===== src/rtl/pq_accel_dispatch.sv =====
// EX-stage dispatcher for post-quantum accelerator units.
// Routes one instruction to a unit. Combinational units answer in the same cycle.
// Multicycle units get a start/done handshake with a timeout.
// The captured result is held until the pipeline accepts it.
//
//   state  | meaning
//   -------+-------------------------------------------------------------
//   S_IDLE | no operation in flight; comb units answered directly
//   S_BUSY | waiting for done from unit idx_q, timeout counter running
//   S_HOLD | result_q presented to the pipeline until ex_ready_i
module pq_accel_dispatch #(
  parameter int                   NUM_UNITS      = 8,
  parameter int                   DATA_WIDTH     = 32,
  parameter logic [NUM_UNITS-1:0] COMB_MASK      = 8'b0000_0110,
  parameter logic [NUM_UNITS-1:0] PRESENT_MASK   = 8'hFF,
  parameter int                   TIMEOUT_CYCLES = 1023,
  parameter int                   TW             = 10,
  localparam int                  IW             = (NUM_UNITS > 1) ? $clog2(NUM_UNITS) : 1
) (
  input  logic                            clk,
  input  logic                            rst_n,
  input  logic                            enable_i,
  input  logic [IW-1:0]                   unit_idx_i,
  input  logic [DATA_WIDTH-1:0]           op_a_i,
  input  logic [DATA_WIDTH-1:0]           op_b_i,
  input  logic [DATA_WIDTH-1:0]           op_c_i,
  input  logic                            ex_ready_i,
  input  logic                            err_clr_i,
  output logic [DATA_WIDTH-1:0]           result_o,
  output logic                            ready_o,
  output logic                            multicycle_o,
  output logic                            error_o,
  output logic [NUM_UNITS-1:0]            unit_start_o,
  output logic [DATA_WIDTH-1:0]           unit_op_a_o,
  output logic [DATA_WIDTH-1:0]           unit_op_b_o,
  output logic [DATA_WIDTH-1:0]           unit_op_c_o,
  input  logic [NUM_UNITS-1:0]            unit_done_i,
  input  logic [NUM_UNITS*DATA_WIDTH-1:0] unit_result_i
);

  typedef enum logic [1:0] {S_IDLE, S_BUSY, S_HOLD} state_t;

  state_t                state_q, state_d;
  logic [IW-1:0]         idx_q;
  logic [DATA_WIDTH-1:0] op_a_q, op_b_q, op_c_q, result_q;
  logic [TW-1:0]         cnt_q;
  logic                  error_q;

  logic [DATA_WIDTH-1:0] res_arr [NUM_UNITS];
  logic                  legal, is_comb, done_hit, timeout;
  logic                  launch, err_set;
  logic [DATA_WIDTH-1:0] sel_res;

  // Unpack the flat result bus into one word per unit.
  always_comb begin
    for (int i = 0; i < NUM_UNITS; i++) begin
      res_arr[i] = unit_result_i[i*DATA_WIDTH +: DATA_WIDTH];
    end
  end

  // Decode the incoming index and the in-flight unit's status.
  always_comb begin
    legal    = (int'(unit_idx_i) < NUM_UNITS) && PRESENT_MASK[unit_idx_i];
    is_comb  = legal && COMB_MASK[unit_idx_i];
    sel_res  = legal ? res_arr[unit_idx_i] : '0;
    done_hit = unit_done_i[idx_q];
    timeout  = (cnt_q == TW'(TIMEOUT_CYCLES - 1));
  end

  // Next-state and output decode. The done check precedes the timeout check,
  // so a done in the final cycle is honoured without an error.
  always_comb begin
    state_d      = state_q;
    ready_o      = 1'b1;
    result_o     = '0;
    unit_start_o = '0;
    unit_op_a_o  = op_a_q;
    unit_op_b_o  = op_b_q;
    unit_op_c_o  = op_c_q;
    launch       = 1'b0;
    err_set      = 1'b0;
    case (state_q)
      S_IDLE: begin
        unit_op_a_o = op_a_i;
        unit_op_b_o = op_b_i;
        unit_op_c_o = op_c_i;
        if (enable_i) begin
          if (!legal) begin
            err_set = 1'b1;
          end else if (is_comb) begin
            result_o = sel_res;
          end else begin
            launch                   = 1'b1;
            unit_start_o[unit_idx_i] = 1'b1;
            ready_o                  = 1'b0;
            state_d                  = S_BUSY;
          end
        end
      end
      S_BUSY: begin
        ready_o = 1'b0;
        if (done_hit) begin
          state_d = S_HOLD;
        end else if (timeout) begin
          err_set = 1'b1;
          state_d = S_HOLD;
        end
      end
      S_HOLD: begin
        result_o = result_q;
        if (ex_ready_i) state_d = S_IDLE;
      end
      default: state_d = S_IDLE;
    endcase
  end

  assign multicycle_o = ~ready_o;
  assign error_o      = error_q;

  // State register.
  always_ff @(posedge clk or negedge rst_n) begin
    if (!rst_n) state_q <= S_IDLE;
    else        state_q <= state_d;
  end

  // Latch operands at launch, count BUSY cycles, and capture the result or a zero on timeout.
  always_ff @(posedge clk or negedge rst_n) begin
    if (!rst_n) begin
      idx_q    <= '0;
      op_a_q   <= '0;
      op_b_q   <= '0;
      op_c_q   <= '0;
      result_q <= '0;
      cnt_q    <= '0;
    end else if (launch) begin
      idx_q  <= unit_idx_i;
      op_a_q <= op_a_i;
      op_b_q <= op_b_i;
      op_c_q <= op_c_i;
      cnt_q  <= '0;
    end else if (state_q == S_BUSY) begin
      cnt_q <= cnt_q + TW'(1);
      if (done_hit)     result_q <= res_arr[idx_q];
      else if (timeout) result_q <= '0;
    end
  end

  // Sticky error flag. When a set and a clear coincide, the set wins.
  always_ff @(posedge clk or negedge rst_n) begin
    if (!rst_n)         error_q <= 1'b0;
    else if (err_set)   error_q <= 1'b1;
    else if (err_clr_i) error_q <= 1'b0;
  end

endmodule


===== config.mk =====
export PLATFORM = sky130hd
export DESIGN_NAME = pq_accel_dispatch
export DESIGN_NICKNAME = d
export VERILOG_FILES = /design/src/rtl/pq_accel_dispatch.sv
export SDC_FILE = /design/constraint.sdc
export NUM_CORES = 1
export LEC_CHECK = 0
export BUFFER_PORTS_ARGS = -buffer_cell sky130_fd_sc_hd__buf_2
export CORE_AREA = 2 2 198 200
export DETAILED_ROUTE_END_ITERATION = 8
export DIE_AREA = 0 0 200 202
export HOLD_SLACK_MARGIN = 0.03
export PLACE_DENSITY = 0.64
export SYNTH_ARGS = -nofsm -noshare
export SYNTH_HDL_FRONTEND = slang
export SYNTH_SLANG_ARGS = --single-unit

===== constraint.sdc =====
create_clock -name clk -period 3.56 [get_ports clk]
set_input_delay 1.068 -clock clk [delete_from_list [all_inputs] [get_ports clk]]
set_output_delay 1.068 -clock clk [all_outputs]
set_load 0.005 [all_outputs]

; ---- After elaboration in Yosys (flattened, before gate mapping)
; Memory sizes are Yosys's and may differ from the RTL's.
; Cells that the tools add are included.
[word_totals]
output_inout_bits = 139
inputBits = 368
elab_cells = 85
mem_bits_ro = 16
n_memories = 2
regBits = 144
[memory_table]
columns = memory, words, width, rd, rd_clocked_by_memory_dff, wr, line_no
row1 = (no name shown), 8, 1, 1, 0, 0, 64  ; is_comb = legal && COMB_MASK[unit_idx_i];
row2 = (no name shown), 8, 1, 1, 0, 0, 63  ; legal = (int'(unit_idx_i) < NUM_UNITS) && PRESENT_MASK[unit_idx_i];
[op_classes]
n_addsub = 1
n_reduce_logical = 8
eq_ne = 8
n_mux = 49
n_bitwise = 4
n_lt_le_gt_ge = 5
[ops]
columns = op, n
row1 = two-way mux 32 bit, 12
row2 = binary-select mux 32 bit (select 3 bit), 2
row3 = case mux 32 bit (2 select lines), 1
row4 = two-way mux 8 bit, 4
row5 = two-way mux 10 bit, 2
row6 = two-way mux 1 bit, 17
row7 = two-way mux 2 bit, 6
row8 = "adder 10 x 1 -> 10 bit, second input constant", 1
row9 = "equality test 10 bit, second input constant", 1
row10 = ">= comparator 4 bit, second input constant", 2
row11 = "less-than comparator 3 x 4 -> 1 bit, second input constant", 2
row12 = "inequality test 2 bit, second input constant", 4
row13 = inverter 3 -> 4 bit, 2
row14 = case mux 2 bit (3 select lines), 1
row15 = nonzero test 2 bit, 3
row16 = AND reduction 5 bit, 1
row17 = case mux 1 bit (2 select lines), 2
row18 = binary-select mux 1 bit (select 3 bit), 1
row19 = demux 1 bit (select 3 bit), 1
row20 = ">= comparator 3 x 1 -> 1 bit, second input constant", 1
row21 = "inequality test 3 bit, second input constant", 1
row22 = AND reduction 3 bit, 1
row23 = "equality test 2 x 1 -> 1 bit, second input constant", 1
row24 = "equality test 2 bit, second input constant", 1
row25 = other kinds (3), 5

; ---- Longest topological paths before layout
[depth]
depth_word = 9
depth_mapped = 7
mapped_depth_nobuf = 6

; ---- Worst setup path before layout
; Ideal clock, no wire load.
[synth_timing]
path_kind = input port to output port
startpoint = in unit_idx_i[0]
endpoint = out result_o[10]
t_arrival_ps = 2493
path_buffers = 2
slack_ps = -1
cell_stages = 6
required_ps = 2492
cell_sequence = buf_2 -> buf_2 -> mux4_2 -> mux2_2 -> a22oi_1 -> nor2_1
[synth_via]
elab_chain_len = 8
word_cells_on_any_way = 13
[synth_rtl]
columns = item, line_no
row1 = from (decl), 23  ; input logic [IW-1:0] unit_idx_i,
row2 = inverter 3 -> 4 bit (implied by the code), 65  ; sel_res = legal ? res_arr[unit_idx_i] : '0;
row3 = binary-select mux 32 bit (select 3 bit), 65
row4 = two-way mux 32 bit (implied by the code) (2 in a row), 65
row5 = two-way mux 32 bit, 90  ; end else if (is_comb) begin
row6 = two-way mux 32 bit *, 88  ; if (!legal) begin
row7 = two-way mux 32 bit *, 87  ; if (enable_i) begin
row8 = case mux 32 bit (2 select lines) *, 82  ; case (state_q)
row9 = to (decl), 29  ; output logic [DATA_WIDTH-1:0] result_o,
; Mark *: on every way between the ends. The rest lies on a longest branch, timed or not. The select of a mux whose other input is x is not followed.

; ---- Final worst setup path
[layout_timing]
startpoint = in unit_idx_i[0]
endpoint = out result_o[12]
; Same word-level chain as after synthesis.

==> results_dict.tcl <==
set metrics [dict create \
    synth.largest_area_cell "dfrtp_1" \
    peakVddDrop_mv 0.332 \
    rsz0062_at_grt "true" \
    post_drt_wl_per_cell_um 22.6 \
    cp.required_ns 2.49 \
    layout_common_cells "buf_2 (499), mux2_2 (154), dfrtp_1 (139)" \
    min_period_ns 3.63 \
    fin_area_mm2 0.0159 \
    syn_area_mm2 0.0113 \
    met2WireLength_mm 21.8 \
    synth_cell_type_count 42 \
    die_area_mm2 0.0404 \
    status "finished with violations" \
    reg2reg_depth 6 \
    cts_buffer_depth 2 \
    critical-path-slowest-cell "mux4_2" \
    fp.dieH_um 202 \
    synth_warnings 0 \
    vias 9767 \
    fin_tns_setup_ns -0.150 \
    drt-total-wl_mm 42.7 \
    layoutNonFillerInstCount 1888 \
    fin_crit_sh_pct 102 \
    antenna_found_initial 15 \
    detail-route-antenna-nets 0 \
    rows 72 \
    syn_to_final_growth_pct 41.2 \
    wl_met1_mm 15.8 \
    crit_chain "buf_16 > buf_8 > mux4_2 > mux2_4 > a22oi_2 > buf_4 > nor2_2 > buf_2" \
    synth_top_area_share_pct 32.0 \
    critPathBufInv 4 \
    ys_seq_elements 144 \
    cts_buffers 17 \
    gr-total-overflow 0 \
    fin_ws_ns -0.0703 \
    drt-pass1-iter-count 5 \
    crit_cells 8 \
    critPathMaxStageDelay_ns 0.50 \
    clk_latency_ns 0.44 \
    p_total_mw 10.8 \
    grt_pass1_vias 10577 \
    cellPowerDensity_mw_per_mm2 675 \
    r2r_end "result_q[25]$_DFFE_PN0P_" \
    cp.arrival_ns 2.56 \
    clock-sinks 144 \
    start_util_pct 29.4 \
    fin_skew_ns 0.00687 \
    path_delay_family "multiplexers" \
    fin_util_pct 41.6 \
    drt_iter0_drc 393 \
    grt_max_degree 71 \
    avgSynthCellArea_um2 13.7 \
    postCtsHoldBufs 0 \
    critPathCaptureType "primary output" \
    critical_path.startpoint "unit_idx_i[0]" \
    htreeDepth 4 \
    mostFrequentLayoutCell "buf_2" \
    routabilityCongestion 0.905 \
    wl_met3_mm 3.11 \
    cp-start-kind "primary input" \
    top_layer "met5" \
    finalHoldViolCount 0 \
    criticalPathCategory "in2out" \
    core_area_mm2 0.0383 \
    grt_pass1_wl_mm 61.5 \
    cap_violations 0 \
    crit_path_end "result_o[12]" \
    hold_class "reg2reg" \
    max_freq_ghz 0.275 \
    timing.hold.ws_ns 0.487 \
    drc 0 \
    slew_headroom_pct 51.1 \
    timing.rr.start "state_q[0]$_DFFE_PN0P_" \
    yosys-top-cells-area "dfrtp_1 (32%), mux4_2 (25%), mux2_2 (17%), mux2_4 (7.1%), mux2i_1 (6.0%)" \
    final-max-slew-violation-count 0 \
    dp_cells 1832 \
    p_leak_nw 7.34 \
    ios 507 \
    clkTransAtPathRegs_ns 0.06 \
    die_w_um 200 \
    layout.nets 1719 \
    fillers 3661 \
    setup_viol 6 \
    r2r_slack_ns 1.05 \
    dp_slack_ns -0.312 \
    tightest_slew_ns 0.733 \
    netlist_instances 822 \
    ys_seq_area_share_pct 32.0 \
    post_route_cells_drive_above_1_share_pct 74.4 \
    cts_tree "done" \
    via_per_inst 5.17 \
    place_area_mm2 0.0147 \
    path_max_fanout 7 \
    violations "setup timing" \
    grt_usage_pct 20.3 \
    hpwl_mm 32.7 \
    cts_root_buffer "clkbuf_16" \
    io_buffers 504 \
]
-- where the power goes --
| part | internal [mW] | switching, mW |
|---|---|---|
| Combinational | 3.43 | 2.46 |
| Sequential | 2.44 | 0.623 |
| Clock | 1.01 | 0.786 |
-- area by class of cell --
| cell class | count | area, µm² | share of cell area, % |
|---|---|---|---|
| antenna | 8 | 20.0 | 0.126 |
| clock buffer | 19 | 453 | 2.85 |
| clock inverter | 13 | 126 | 0.794 |
| inverter | 4 | 15.0 | 0.0943 |
| multi-input combinational | 592 | 7450 | 46.8 |
| sequential | 144 | 3620 | 22.7 |
| tap | 518 | 648 | 4.07 |
| timing repair buffer | 590 | 3590 | 22.6 |
-- per-layer routing --
metal / global-route usage, % / vias up
met5: 0 / -
met4: 11.3 / 14
met3: 5.42 / 91
met2: 35.3 / 468
met1: 22.3 / 4909
li1: - / 4285
-- cell usage after synthesis --
cell and number:
and3b_1 1, ha_1 2, nand2_1 40, mux2_2 171, or4b_2 1, nor3_1 5
nor4_1 1, a22oi_1 31, mux4_2 127, o22ai_1 1, clkbuf_1 33, nor2b_1 1
a21oi_1 5, and2_1 3, or3_1 1, and3_1 1, nor2_4 1, o22a_1 1
mux2_4 53, inv_1 4, nand3_1 10, buf_6 10, nor3b_1 1, nand2b_1 1
and4_1 1, nor2_1 40, conb_1 1, a31oi_1 1, nand4_1 6, mux2i_1 68
a21o_1 1, o21bai_4 1, o31ai_1 1, dfrtp_1 144, xor2_1 3, buf_2 31
buf_4 7, o21ba_2 1, o21ai_0 7, buf_1 2, xnor2_1 1, or3b_1 1
-- state kept, by name, indices dropped and copies added, names as in the netlist --
name,cells
cnt_q,10
state_q,2
idx_q,3
op_b_q,32
error_o,1
op_c_q,32
result_q,32
op_a_q,32
-- worst min-delay path by stage --
stage,startpoint,endpoint,slack [ns],cells after the start
5_1_grt,op_a_q[0]$_DFFE_PN0P_,op_a_q[0]$_DFFE_PN0P_,0.52,1
2_1_floorplan,cnt_q[9]$_DFFE_PN0P_,cnt_q[9]$_DFFE_PN0P_,0.45,1
3_5_place_dp,cnt_q[9]$_DFFE_PN0P_,cnt_q[9]$_DFFE_PN0P_,0.48,1
6_report,cnt_q[9]$_DFFE_PN0P_,cnt_q[9]$_DFFE_PN0P_,0.49,1
3_3_place_gp,cnt_q[9]$_DFFE_PN0P_,cnt_q[9]$_DFFE_PN0P_,0.47,1
4_1_cts,cnt_q[9]$_DFFE_PN0P_,cnt_q[9]$_DFFE_PN0P_,0.49,1
-- timing repair --
action                                  in CTS  in global routing
gates resized for setup                     31                 48
endpoints found under the hold margin        0                  0
buffers inserted                             2                  6
pin swaps                                    4                 29
endpoints found under the setup margin      32                 34
gates cloned                                 4                  4
-- kinds of logic (layout without fill, tap and decap cells) --
family | count (synthesis) | in the layout | synth area share [%]
flip-flops | 144 | 144 | 32.0
XOR/XNOR | 4 | 4 | 0.311
AND/OR/NAND/NOR | 115 | 115 | 4.60
other | 1 | 10 | 0.0333
multiplexers | 419 | 419 | 55.6
adder cells (fa/ha/maj) | 2 | 2 | 0.222
AO/OA/AOI/OAI | 50 | 50 | 3.17
buffers and inverters | 87 | 626 | 4.14
No activity file was read; power rests on OpenSTA's default activity.
